## src/rtl/ctrl_pipe_regs_if.sv

```systemverilog
// ctrl_pipe_regs_if
// Purpose: groups the control-pipeline connections into one bundle.
//   The master side is the control unit / hazard unit (drives ID controls
//   and hazard requests). The slave side is the pipeline register block
//   (returns the EX/MEM/WB stage controls and the debug counters).
// Signals:
//   id_ex_ctrl, id_mem_ctrl, id_wb_ctrl, id_valid : decoded bundle at ID
//   bubble, flush, freeze                         : hazard requests
//   ex_*, mem_*, wb_*                             : per-stage controls/valids
//   bubble_cnt, flush_cnt                         : saturating hazard counters
interface ctrl_pipe_regs_if #(
  parameter int EX_W  = 4,
  parameter int MEM_W = 3,
  parameter int WB_W  = 2,
  parameter int CNT_W = 8
);
  logic [EX_W-1:0]  id_ex_ctrl;
  logic [MEM_W-1:0] id_mem_ctrl;
  logic [WB_W-1:0]  id_wb_ctrl;
  logic             id_valid;
  logic             bubble;
  logic             flush;
  logic             freeze;

  logic [EX_W-1:0]  ex_ex_ctrl;
  logic [MEM_W-1:0] ex_mem_ctrl;
  logic [WB_W-1:0]  ex_wb_ctrl;
  logic             ex_valid;
  logic [MEM_W-1:0] mem_mem_ctrl;
  logic [WB_W-1:0]  mem_wb_ctrl;
  logic             mem_valid;
  logic [WB_W-1:0]  wb_wb_ctrl;
  logic             wb_valid;
  logic [CNT_W-1:0] bubble_cnt;
  logic [CNT_W-1:0] flush_cnt;

  // Control/hazard side
  modport master (
    output id_ex_ctrl, id_mem_ctrl, id_wb_ctrl, id_valid,
    output bubble, flush, freeze,
    input  ex_ex_ctrl, ex_mem_ctrl, ex_wb_ctrl, ex_valid,
    input  mem_mem_ctrl, mem_wb_ctrl, mem_valid,
    input  wb_wb_ctrl, wb_valid,
    input  bubble_cnt, flush_cnt
  );

  // Pipeline register side
  modport slave (
    input  id_ex_ctrl, id_mem_ctrl, id_wb_ctrl, id_valid,
    input  bubble, flush, freeze,
    output ex_ex_ctrl, ex_mem_ctrl, ex_wb_ctrl, ex_valid,
    output mem_mem_ctrl, mem_wb_ctrl, mem_valid,
    output wb_wb_ctrl, wb_valid,
    output bubble_cnt, flush_cnt
  );
endinterface

```

## src/rtl/ctrl_pipe_regs.sv

```systemverilog
// ctrl_pipe_regs
// Purpose: carries the decoded control bundle from ID through the EX, MEM
//   and WB stage registers, handling load-use bubbles, branch flushes and
//   global freeze, and keeps saturating bubble/flush counters for debug.
// Ports:
//   clk   : rising-edge clock
//   reset : synchronous, active-high; clears every stage and both counters
//   bus   : ctrl_pipe_regs_if slave modport (ID bundle and hazard requests
//           in, registered stage controls and counters out)
module ctrl_pipe_regs #(
  parameter int EX_W  = 4,
  parameter int MEM_W = 3,
  parameter int WB_W  = 2,
  parameter int CNT_W = 8
) (
  input  logic                  clk,
  input  logic                  reset,
  ctrl_pipe_regs_if.slave       bus
);

  logic [EX_W-1:0]  exExCtrl_q,   exExCtrl_d;
  logic [MEM_W-1:0] exMemCtrl_q,  exMemCtrl_d;
  logic [WB_W-1:0]  exWbCtrl_q,   exWbCtrl_d;
  logic             exValid_q,    exValid_d;
  logic [MEM_W-1:0] memMemCtrl_q, memMemCtrl_d;
  logic [WB_W-1:0]  memWbCtrl_q,  memWbCtrl_d;
  logic             memValid_q,   memValid_d;
  logic [WB_W-1:0]  wbWbCtrl_q,   wbWbCtrl_d;
  logic             wbValid_q,    wbValid_d;
  logic [CNT_W-1:0] bubbleCnt_q,  bubbleCnt_d;
  logic [CNT_W-1:0] flushCnt_q,   flushCnt_d;

  logic bubbleTaken;
  logic flushTaken;

  // Hazard priority: freeze masks everything, flush masks bubble.
  assign flushTaken  = !bus.freeze && bus.flush;
  assign bubbleTaken = !bus.freeze && !bus.flush && bus.bubble;

  // Next-state for all stage registers. Defaults hold the current value so
  // that freeze simply falls out of "nothing else assigned". Entries that
  // are not valid always carry zero controls, so the later stages can copy
  // fields without re-gating them.
  always_comb begin
    exExCtrl_d   = exExCtrl_q;
    exMemCtrl_d  = exMemCtrl_q;
    exWbCtrl_d   = exWbCtrl_q;
    exValid_d    = exValid_q;
    memMemCtrl_d = memMemCtrl_q;
    memWbCtrl_d  = memWbCtrl_q;
    memValid_d   = memValid_q;
    wbWbCtrl_d   = wbWbCtrl_q;
    wbValid_d    = wbValid_q;

    if (!bus.freeze) begin
      wbWbCtrl_d = memWbCtrl_q;
      wbValid_d  = memValid_q;

      if (flushTaken) begin
        memMemCtrl_d = '0;
        memWbCtrl_d  = '0;
        memValid_d   = 1'b0;
      end else begin
        memMemCtrl_d = exMemCtrl_q;
        memWbCtrl_d  = exWbCtrl_q;
        memValid_d   = exValid_q;
      end

      if (flushTaken || bubbleTaken || !bus.id_valid) begin
        exExCtrl_d  = '0;
        exMemCtrl_d = '0;
        exWbCtrl_d  = '0;
        exValid_d   = 1'b0;
      end else begin
        exExCtrl_d  = bus.id_ex_ctrl;
        exMemCtrl_d = bus.id_mem_ctrl;
        exWbCtrl_d  = bus.id_wb_ctrl;
        exValid_d   = 1'b1;
      end
    end
  end

  // Debug counters stick at all-ones instead of wrapping so that a long run
  // still reads as "at least this many".
  always_comb begin
    bubbleCnt_d = bubbleCnt_q;
    flushCnt_d  = flushCnt_q;
    if (bubbleTaken && (bubbleCnt_q != '1)) begin
      bubbleCnt_d = bubbleCnt_q + CNT_W'(1);
    end
    if (flushTaken && (flushCnt_q != '1)) begin
      flushCnt_d = flushCnt_q + CNT_W'(1);
    end
  end

  // State registers. Reset wins over every hazard input and wipes any
  // in-flight entries at the same edge.
  always_ff @(posedge clk) begin
    if (reset) begin
      exExCtrl_q   <= '0;
      exMemCtrl_q  <= '0;
      exWbCtrl_q   <= '0;
      exValid_q    <= 1'b0;
      memMemCtrl_q <= '0;
      memWbCtrl_q  <= '0;
      memValid_q   <= 1'b0;
      wbWbCtrl_q   <= '0;
      wbValid_q    <= 1'b0;
      bubbleCnt_q  <= '0;
      flushCnt_q   <= '0;
    end else begin
      exExCtrl_q   <= exExCtrl_d;
      exMemCtrl_q  <= exMemCtrl_d;
      exWbCtrl_q   <= exWbCtrl_d;
      exValid_q    <= exValid_d;
      memMemCtrl_q <= memMemCtrl_d;
      memWbCtrl_q  <= memWbCtrl_d;
      memValid_q   <= memValid_d;
      wbWbCtrl_q   <= wbWbCtrl_d;
      wbValid_q    <= wbValid_d;
      bubbleCnt_q  <= bubbleCnt_d;
      flushCnt_q   <= flushCnt_d;
    end
  end

  // Outputs come straight from the registers.
  assign bus.ex_ex_ctrl   = exExCtrl_q;
  assign bus.ex_mem_ctrl  = exMemCtrl_q;
  assign bus.ex_wb_ctrl   = exWbCtrl_q;
  assign bus.ex_valid     = exValid_q;
  assign bus.mem_mem_ctrl = memMemCtrl_q;
  assign bus.mem_wb_ctrl  = memWbCtrl_q;
  assign bus.mem_valid    = memValid_q;
  assign bus.wb_wb_ctrl   = wbWbCtrl_q;
  assign bus.wb_valid     = wbValid_q;
  assign bus.bubble_cnt   = bubbleCnt_q;
  assign bus.flush_cnt    = flushCnt_q;

endmodule
```

## src/flat_wrapper.sv

```systemverilog
// flat-port wrapper written by rule: the top's interface ports become plain ports
module ctrl_pipe_regs_flat 
#(
  parameter int EX_W  = 4,
  parameter int MEM_W = 3,
  parameter int WB_W  = 2,
  parameter int CNT_W = 8
)
  (clk, reset, bus_id_ex_ctrl, bus_id_mem_ctrl, bus_id_wb_ctrl, bus_id_valid, bus_bubble, bus_flush, bus_freeze, bus_ex_ex_ctrl, bus_ex_mem_ctrl, bus_ex_wb_ctrl, bus_ex_valid, bus_mem_mem_ctrl, bus_mem_wb_ctrl, bus_mem_valid, bus_wb_wb_ctrl, bus_wb_valid, bus_bubble_cnt, bus_flush_cnt);
  ctrl_pipe_regs_if #(.EX_W(EX_W), .MEM_W(MEM_W), .WB_W(WB_W), .CNT_W(CNT_W)) bus_i ();
  input  logic clk;
  input  logic reset;
  input wire logic [$bits(bus_i.id_ex_ctrl)-1:0] bus_id_ex_ctrl;
  input wire logic [$bits(bus_i.id_mem_ctrl)-1:0] bus_id_mem_ctrl;
  input wire logic [$bits(bus_i.id_wb_ctrl)-1:0] bus_id_wb_ctrl;
  input wire logic [$bits(bus_i.id_valid)-1:0] bus_id_valid;
  input wire logic [$bits(bus_i.bubble)-1:0] bus_bubble;
  input wire logic [$bits(bus_i.flush)-1:0] bus_flush;
  input wire logic [$bits(bus_i.freeze)-1:0] bus_freeze;
  output wire logic [$bits(bus_i.ex_ex_ctrl)-1:0] bus_ex_ex_ctrl;
  output wire logic [$bits(bus_i.ex_mem_ctrl)-1:0] bus_ex_mem_ctrl;
  output wire logic [$bits(bus_i.ex_wb_ctrl)-1:0] bus_ex_wb_ctrl;
  output wire logic [$bits(bus_i.ex_valid)-1:0] bus_ex_valid;
  output wire logic [$bits(bus_i.mem_mem_ctrl)-1:0] bus_mem_mem_ctrl;
  output wire logic [$bits(bus_i.mem_wb_ctrl)-1:0] bus_mem_wb_ctrl;
  output wire logic [$bits(bus_i.mem_valid)-1:0] bus_mem_valid;
  output wire logic [$bits(bus_i.wb_wb_ctrl)-1:0] bus_wb_wb_ctrl;
  output wire logic [$bits(bus_i.wb_valid)-1:0] bus_wb_valid;
  output wire logic [$bits(bus_i.bubble_cnt)-1:0] bus_bubble_cnt;
  output wire logic [$bits(bus_i.flush_cnt)-1:0] bus_flush_cnt;
  assign bus_i.id_ex_ctrl = bus_id_ex_ctrl;
  assign bus_i.id_mem_ctrl = bus_id_mem_ctrl;
  assign bus_i.id_wb_ctrl = bus_id_wb_ctrl;
  assign bus_i.id_valid = bus_id_valid;
  assign bus_i.bubble = bus_bubble;
  assign bus_i.flush = bus_flush;
  assign bus_i.freeze = bus_freeze;
  assign bus_ex_ex_ctrl = bus_i.ex_ex_ctrl;
  assign bus_ex_mem_ctrl = bus_i.ex_mem_ctrl;
  assign bus_ex_wb_ctrl = bus_i.ex_wb_ctrl;
  assign bus_ex_valid = bus_i.ex_valid;
  assign bus_mem_mem_ctrl = bus_i.mem_mem_ctrl;
  assign bus_mem_wb_ctrl = bus_i.mem_wb_ctrl;
  assign bus_mem_valid = bus_i.mem_valid;
  assign bus_wb_wb_ctrl = bus_i.wb_wb_ctrl;
  assign bus_wb_valid = bus_i.wb_valid;
  assign bus_bubble_cnt = bus_i.bubble_cnt;
  assign bus_flush_cnt = bus_i.flush_cnt;
  ctrl_pipe_regs #(.EX_W(EX_W), .MEM_W(MEM_W), .WB_W(WB_W), .CNT_W(CNT_W)) u_core (.clk(clk), .reset(reset), .bus(bus_i));
endmodule
```

## config.mk

```make
export PLATFORM = sky130hd
export DESIGN_NAME = ctrl_pipe_regs_flat
export DESIGN_NICKNAME = d
export VERILOG_FILES = /design/src/rtl/ctrl_pipe_regs_if.sv /design/src/rtl/ctrl_pipe_regs.sv /design/src/flat_wrapper.sv
export SDC_FILE = /design/constraint.sdc
export NUM_CORES = 1
export LEC_CHECK = 0
export ABC_CLOCK_PERIOD_IN_PS = 4550
export CAP_MARGIN = 15
export CORE_MARGIN = 4
export CORE_UTILIZATION = 48
export CTS_CLUSTER_DIAMETER = 120
export DETAILED_ROUTE_END_ITERATION = 16
export PLACE_DENSITY = 0.89
export SLEW_MARGIN = 10
export SYNTH_ARGS = -nofsm -noshare
export SYNTH_HDL_FRONTEND = slang
export SYNTH_SLANG_ARGS = --single-unit
```

## constraint.sdc

```tcl
create_clock -name clk -period 4.55 [get_ports clk]
set_input_delay 1.365 -clock clk [delete_from_list [all_inputs] [get_ports clk]]
set_output_delay 1.365 -clock clk [all_outputs]
set_load 0.01 [all_outputs]
```

==> results of run 1 <==
==> worst max-delay path: stages <==
cell             delay (ns)
clkdlybuf4s50_1        0.81
nor2b_2                0.30
nand4_2                0.17
or4_1                  0.52
a21oi_1                0.16
==> cells in the final DEF (no fill, tap or decap), types with 4 or more instances in the layout <==
cell / instances
a21oi_1: 13
a22oi_1: 9
clkbuf_4: 5
clkdlybuf4s50_1: 48
dfxtp_1: 35
mux2i_1: 6
nand2_1: 5
nand3_1: 4
nor2_1: 27
nor3_1: 4
nor3b_1: 7
==> cell families (layout without fill, tap and decap cells) <==
logic type,after synthesis,count (layout),synth area share
simple gates,64,64,0.256
mux,6,6,0.0406
xor+xnor,3,3,0.0178
buf+inv,10,59,0.0279
flops,35,35,0.474
fa+ha+maj,2,2,0.0169
compound gates,37,37,0.167
==> routing by layer <==
layer / up-vias / GRT usage
met3: 10 / 0.0657
li1: 670 / -
met2: 70 / 0.313
met5: - / 0
met4: 0 / 0.129
met1: 650 / 0.227
==> report_power, final <==
group | switching, mW | internal, mW
Sequential | 0.00356 | 0.310
Clock | 0.110 | 0.133
Combinational | 0.0212 | 0.0230
Total | 0.135 | 0.465
==> cell type report <==
| cell class | instances | area [µm²] | area share |
|---|---|---|---|
| multi-input combinational | 112 | 737 | 0.357 |
| tap | 31 | 38.8 | 0.0188 |
| clock inverter | 2 | 38.8 | 0.0188 |
| inverter | 1 | 3.75 | 0.00182 |
| clock buffer | 6 | 51.3 | 0.0249 |
| sequential | 35 | 701 | 0.340 |
| timing repair buffer | 50 | 493 | 0.239 |
==> state kept, by name, indices dropped and copies added, names as in the netlist <==
name                     count
u_core.bus.wb_valid          1
u_core.bus.ex_mem_ctrl       3
u_core.bus.mem_valid         1
u_core.bus.bubble_cnt        8
u_core.bus.ex_valid          1
u_core.bus.mem_mem_ctrl      3
u_core.bus.ex_ex_ctrl        4
u_core.bus.mem_wb_ctrl       2
u_core.bus.flush_cnt         8
u_core.bus.ex_wb_ctrl        2
u_core.bus.wb_wb_ctrl        2
==> path summary, 6_finish.rpt <==
kind	start	to	slack [ns]	cells after the start
max	bus_flush	u_core.bus.flush_cnt[5]	1.49	5
max reg2reg	u_core.bus.bubble_cnt[0]	u_core.bus.bubble_cnt[1]	2.96	5
min	u_core.bus.mem_mem_ctrl[0]	u_core.bus.mem_mem_ctrl[0]	0.50	2
min reg2reg	u_core.bus.mem_mem_ctrl[0]	u_core.bus.mem_mem_ctrl[0]	0.50	2
==> stage by stage <==
stage                     std cells  instance area, µm²
after floorplan                 157                1480
after global placement          229                1980
after detailed placement        229                1980
after CTS                       237                2070
after global routing            237                2060
final                           237                2060
==> synth_stat cells (all sizes together) (2+ instances only) <==
| cell | number |
|---|---|
| and3 | 2 |
| nor3b | 8 |
| a311oi | 2 |
| nand4 | 4 |
| a21oi | 13 |
| clkbuf | 5 |
| mux2i | 6 |
| ha | 2 |
| nand2 | 5 |
| a31oi | 3 |
| dfxtp | 35 |
| nand3 | 4 |
| o21ai | 2 |
| and4 | 3 |
| nor3 | 4 |
| a22oi | 9 |
| buf | 4 |
| nor2 | 27 |
| xor2 | 3 |
==> flow_metrics.env, run 1 <==
export IMPL_cap_violations=0
export IMPL_cts_sinks=35
export IMPL_die_w_um=63.5
export IMPL_maxSlewHeadroom=0.604
export IMPL_cts_tree="yes"
export IMPL_ir_worst_vdd_mv=0.178
export IMPL_grt_max_degree=36
export IMPL_setup_viol=0
export IMPL_clock_fmax_ghz=0.327
export IMPL_cts_setup_buffers=0
export IMPL_fin_crit_sh=0.672
export IMPL_wl_met3_um=322
export IMPL_dr_total_vias=1400
export IMPL_yosys_area_top_type_share=0.474
export IMPL_whs_ns=0.501
export IMPL_critPathCaptureType="register"
export IMPL_clock_root_buffer="clkbuf_4"
export IMPL_fill_cells=234
export IMPL_fp_row_count=19
export IMPL_drtIter0Drc=83
export IMPL_met1_length_um=1460
export IMPL_seq_area_frac_synth=0.474
export IMPL_avgSynthCellArea_um2=9.42
export IMPL_dp_hpwl_um=2590
export IMPL_fin_ws_ns=1.49
export IMPL_synth_edf_count=0
export IMPL_worstPathRequired_ns=4.83
export IMPL_routedWlPerCell_um=15.5
export IMPL_holdBufCountCts=0
export IMPL_critPathKind="primary input to register"
export IMPL_fin_tns_setup_ns=0
export IMPL_clk_path_buf_depth=2
export IMPL_p_leak_nw=0.747
export IMPL_wl_met2_um=1790
export IMPL_fin_util=0.723
export IMPL_synthCells=157
export IMPL_start_kind="primary input"
export IMPL_cts_buffers_inserted=5
export IMPL_syn_cell_area_mm2=0.00148
export IMPL_initial_utilization=0.518
export IMPL_skew_ns=0.00918
export IMPL_synth_largest_area_cell="dfxtp_1"
export IMPL_cp_arrival_ns=3.33
export IMPL_drt_pass1_iter_count=5
export IMPL_drv_slew=0
export IMPL_hold_class="register to register"
export IMPL_critPathMaxFanout=11
export IMPL_place_congestion=0.911
export IMPL_route_top_layer_used="met4"
export IMPL_grt_use_total=0.198
export IMPL_synth_cell_types=38
export IMPL_place_ws_ns=1.11
export IMPL_drc=0
export IMPL_worstMarginPinSlew_ns=0.594
export IMPL_clock_latency_ns=0.35
export IMPL_vias_per_cell=5.91
export IMPL_first_global_vias=1421
export IMPL_htree_levels=2
export IMPL_grt_overflow=0
export IMPL_synthFlopType="dfxtp_1"
export IMPL_finalPower_uw=600
export IMPL_antenna_cells=0
export IMPL_path_clk_slew_ns=0.11
export IMPL_grt_first_pass_wirelength_um=6290
export IMPL_min_period_ns=3.06
export IMPL_final_hold_violation_count=0
export IMPL_post_cts_resized=0
export IMPL_pin_count=50
export IMPL_antenna_left=0
export IMPL_die_area_mm2=0.00403
export IMPL_die_y_um=63.5
export IMPL_syn_num_nets=174
export IMPL_run_status="finished clean"
export IMPL_wirelength_um=3680
export IMPL_async_flop_share=0
export IMPL_fin_nets=222
export IMPL_area_growth_pct=39.5
export IMPL_yosys_top_cells_area="dfxtp_1 47%, nor2_1 6.9%, a22oi_1 4.6%"
export IMPL_antenna_found_initial=0
export IMPL_core_mm2=0.00285
export IMPL_powerDensity_mw_per_mm2=291
export IMPL_rsz0062_at_grt="no"
export IMPL_ys_warn_count=0
export IMPL_drive_gt1_frac=0.0825
export IMPL_synth_seq_cells=35
export IMPL_port_buffers=49
(Power assumes the default switching activity.)
==> run 2: changes to the inputs <==
--- a/config.mk
+++ b/config.mk
@@ -5,13 +5,13 @@
 export SDC_FILE = /design/constraint.sdc
 export NUM_CORES = 1
 export LEC_CHECK = 0
-export ABC_CLOCK_PERIOD_IN_PS = 4550
+export ABC_CLOCK_PERIOD_IN_PS = 3140
 export CAP_MARGIN = 15
 export CORE_MARGIN = 4
-export CORE_UTILIZATION = 48
+export CORE_UTILIZATION = 44
 export CTS_CLUSTER_DIAMETER = 120
 export DETAILED_ROUTE_END_ITERATION = 16
-export PLACE_DENSITY = 0.89
+export PLACE_DENSITY = 0.83
 export SLEW_MARGIN = 10
 export SYNTH_ARGS = -nofsm -noshare
 export SYNTH_HDL_FRONTEND = slang
==> constraint.sdc (replaced) <==
create_clock -name clk -period 3.14 [get_ports clk]
set_input_delay 0.942 -clock clk [delete_from_list [all_inputs] [get_ports clk]]
set_output_delay 0.942 -clock clk [all_outputs]
set_load 0.01 [all_outputs]
==> run 2 against run 1 <==
Compared with the run above:
- sequential power increased by 45%
- critical path type unchanged
- combinational power increased by 55%
- core utilization decreased by 5.9 points
- largest cell class unchanged
- worst hold slack improved by 0.013 ns
- critical path depth unchanged
- clock power increased by 14%
- sequential share of layout area decreased by 0.25 points
- via count increased by 1.0%
==> flow_metrics.env, run 2 (synthesis gave the netlist of run 1 again) <==
export IMPL_core_mm2=0.00313
export IMPL_drive_gt1_frac=0.0817
export IMPL_drc=0
export IMPL_port_buffers=49
export IMPL_cts_tree="yes"
export IMPL_grt_overflow=0
export IMPL_crit_slowest_cell="clkdlybuf4s50_1"
export IMPL_p_leak_nw=0.747
export IMPL_antenna_found_initial=0
export IMPL_fin_tns_setup_ns=0
export IMPL_path_clk_slew_ns=0.11
export IMPL_run_status="finished clean"
export IMPL_dp_hpwl_um=2710
export IMPL_cts_buffers_inserted=5
export IMPL_vias_per_cell=5.61
export IMPL_powerDensity_mw_per_mm2=385
export IMPL_worstMarginPinSlew_ns=0.616
export IMPL_antenna_left=0
export IMPL_seqPwrFrac=0.567
export IMPL_routedWlPerCell_um=15.1
export IMPL_cp_arrival_ns=2.68
export IMPL_post_cts_resized=0
export IMPL_cts_setup_buffers=0
export IMPL_power_switching_uw=184
export IMPL_swShare=0.230
export IMPL_place_congestion=0.952
export IMPL_finalPower_uw=800
export IMPL_startpoint="bus_freeze"
export IMPL_pin_count=50
export IMPL_grt_first_pass_wirelength_um=6330
export IMPL_first_global_vias=1374
export IMPL_max_stage_delay_ns=0.59
export IMPL_clk_path_buf_depth=2
export IMPL_crit_chain="clkdlybuf4s50_1, nor2b_2, nand4_2, or4_1, a21oi_1"
export IMPL_drtIter0Drc=148
export IMPL_hold_class="register to register"
export IMPL_final_hold_violation_count=0
export IMPL_final_cells=252
export IMPL_critPathMaxFanout=6
export IMPL_fin_util=0.664
export IMPL_htree_levels=2
export IMPL_clockPowerShare=0.347
export IMPL_drv_slew=0
export IMPL_clock_root_buffer="clkbuf_4"
export IMPL_die_area_mm2=0.00435
export IMPL_critPathCaptureType="register"
export IMPL_die_y_um=66.0
export IMPL_area_growth_pct=40.5
export IMPL_min_from="u_core.bus.wb_valid"
export IMPL_grt_max_degree=26
export IMPL_die_w_um=66.0
export IMPL_fin_nets=224
export IMPL_rsz0062_at_grt="no"
export IMPL_clock_fmax_ghz=0.415
export IMPL_maxSlewHeadroom=0.588
export IMPL_start_kind="primary input"
export IMPL_cts_sinks=35
export IMPL_skew_ns=0.00912
export IMPL_drt_pass1_iter_count=4
export IMPL_critPathKind="primary input to register"
export IMPL_setup_viol=0
export IMPL_comb_power_share=0.085
export IMPL_cap_violations=0
export IMPL_grt_use_total=0.188
export IMPL_antenna_cells=0
export IMPL_place_inst=244
export IMPL_reg2reg_from="u_core.bus.bubble_cnt[0]"
export IMPL_p_int_uw=616
export IMPL_worstPathRequired_ns=3.42
export IMPL_clock_latency_ns=0.34
export IMPL_holdBufCountCts=0
export IMPL_initial_utilization=0.473
export IMPL_fin_crit_sh=0.767
export IMPL_min_period_ns=2.41
export IMPL_fp_row_count=20
export IMPL_dr_total_vias=1414
export IMPL_final_common_cell="clkdlybuf4s50_1"
export IMPL_wirelength_um=3810
export IMPL_final_cell_mix="49 x clkdlybuf4s50_1, 35 x dfxtp_1, 27 x nor2_1, 13 x a21oi_1, 9 x a22oi_1"
export IMPL_ir_worst_vdd_mv=0.285
-- run 2: per-stage QoR --
stage | cell area, µm² | setup WS, ns | hold slack, ns
final | 2080 | 0.732 | 0.514
after global routing | 2080 | 0.659 | 0.563
after CTS | 2080 | 0.756 | 0.520
after detailed placement | 2010 | 0.403 | 0.489
after global placement | 2010 | 0.511 | 0.468
after floorplan | 1480 | 1.15 | 0.513
-- run 2: layout make-up --
| class | instances | area [µm²] |
|---|---|---|
| well taps | 44 | 55.1 |
| clock buffers | 8 | 68.8 |
| repair buffers | 52 | 513 |
| inverters | 1 | 3.75 |
| fillers | 270 | 1050 |
| flip-flops and latches | 35 | 701 |
| multi-input cells | 112 | 737 |
-- run 2: path summary, 6_finish.rpt --
kind / end / slack, ns / cells after the start
setup / recovery: u_core.bus.flush_cnt[5] / 0.73 / 5
hold / removal: u_core.bus.wb_valid / 0.51 / 2
setup reg to reg: u_core.bus.bubble_cnt[6] / 1.59 / 5
hold reg to reg: u_core.bus.wb_valid / 0.51 / 2
-- run 2: layer usage --
layer | global-route usage | share of wire | up-vias
met5 | 0 | 0 | -
met4 | 0.0558 | 0.012 | 0
met3 | 0.0782 | 0.087 | 8
met2 | 0.292 | 0.45 | 57
met1 | 0.236 | 0.45 | 671
li1 | - | - | 678
-- run 2: power by group through the flow --
stage	combinational, mW	clock, mW	sequential, mW
floorplan	0.0297	0	0.466
global placement	0.0663	0	0.464
detailed placement	0.0681	0	0.464
CTS	0.0687	0.284	0.454
global route	0.0730	0.307	0.455
finish	0.0683	0.278	0.454
-- run 2: critical path, delay by kind of cell --
family	cells	cell delay (ns)
AND/OR/NAND/NOR	3	0.98
AO/OA/AOI/OAI	1	0.17
buffers and inverters	1	0.59
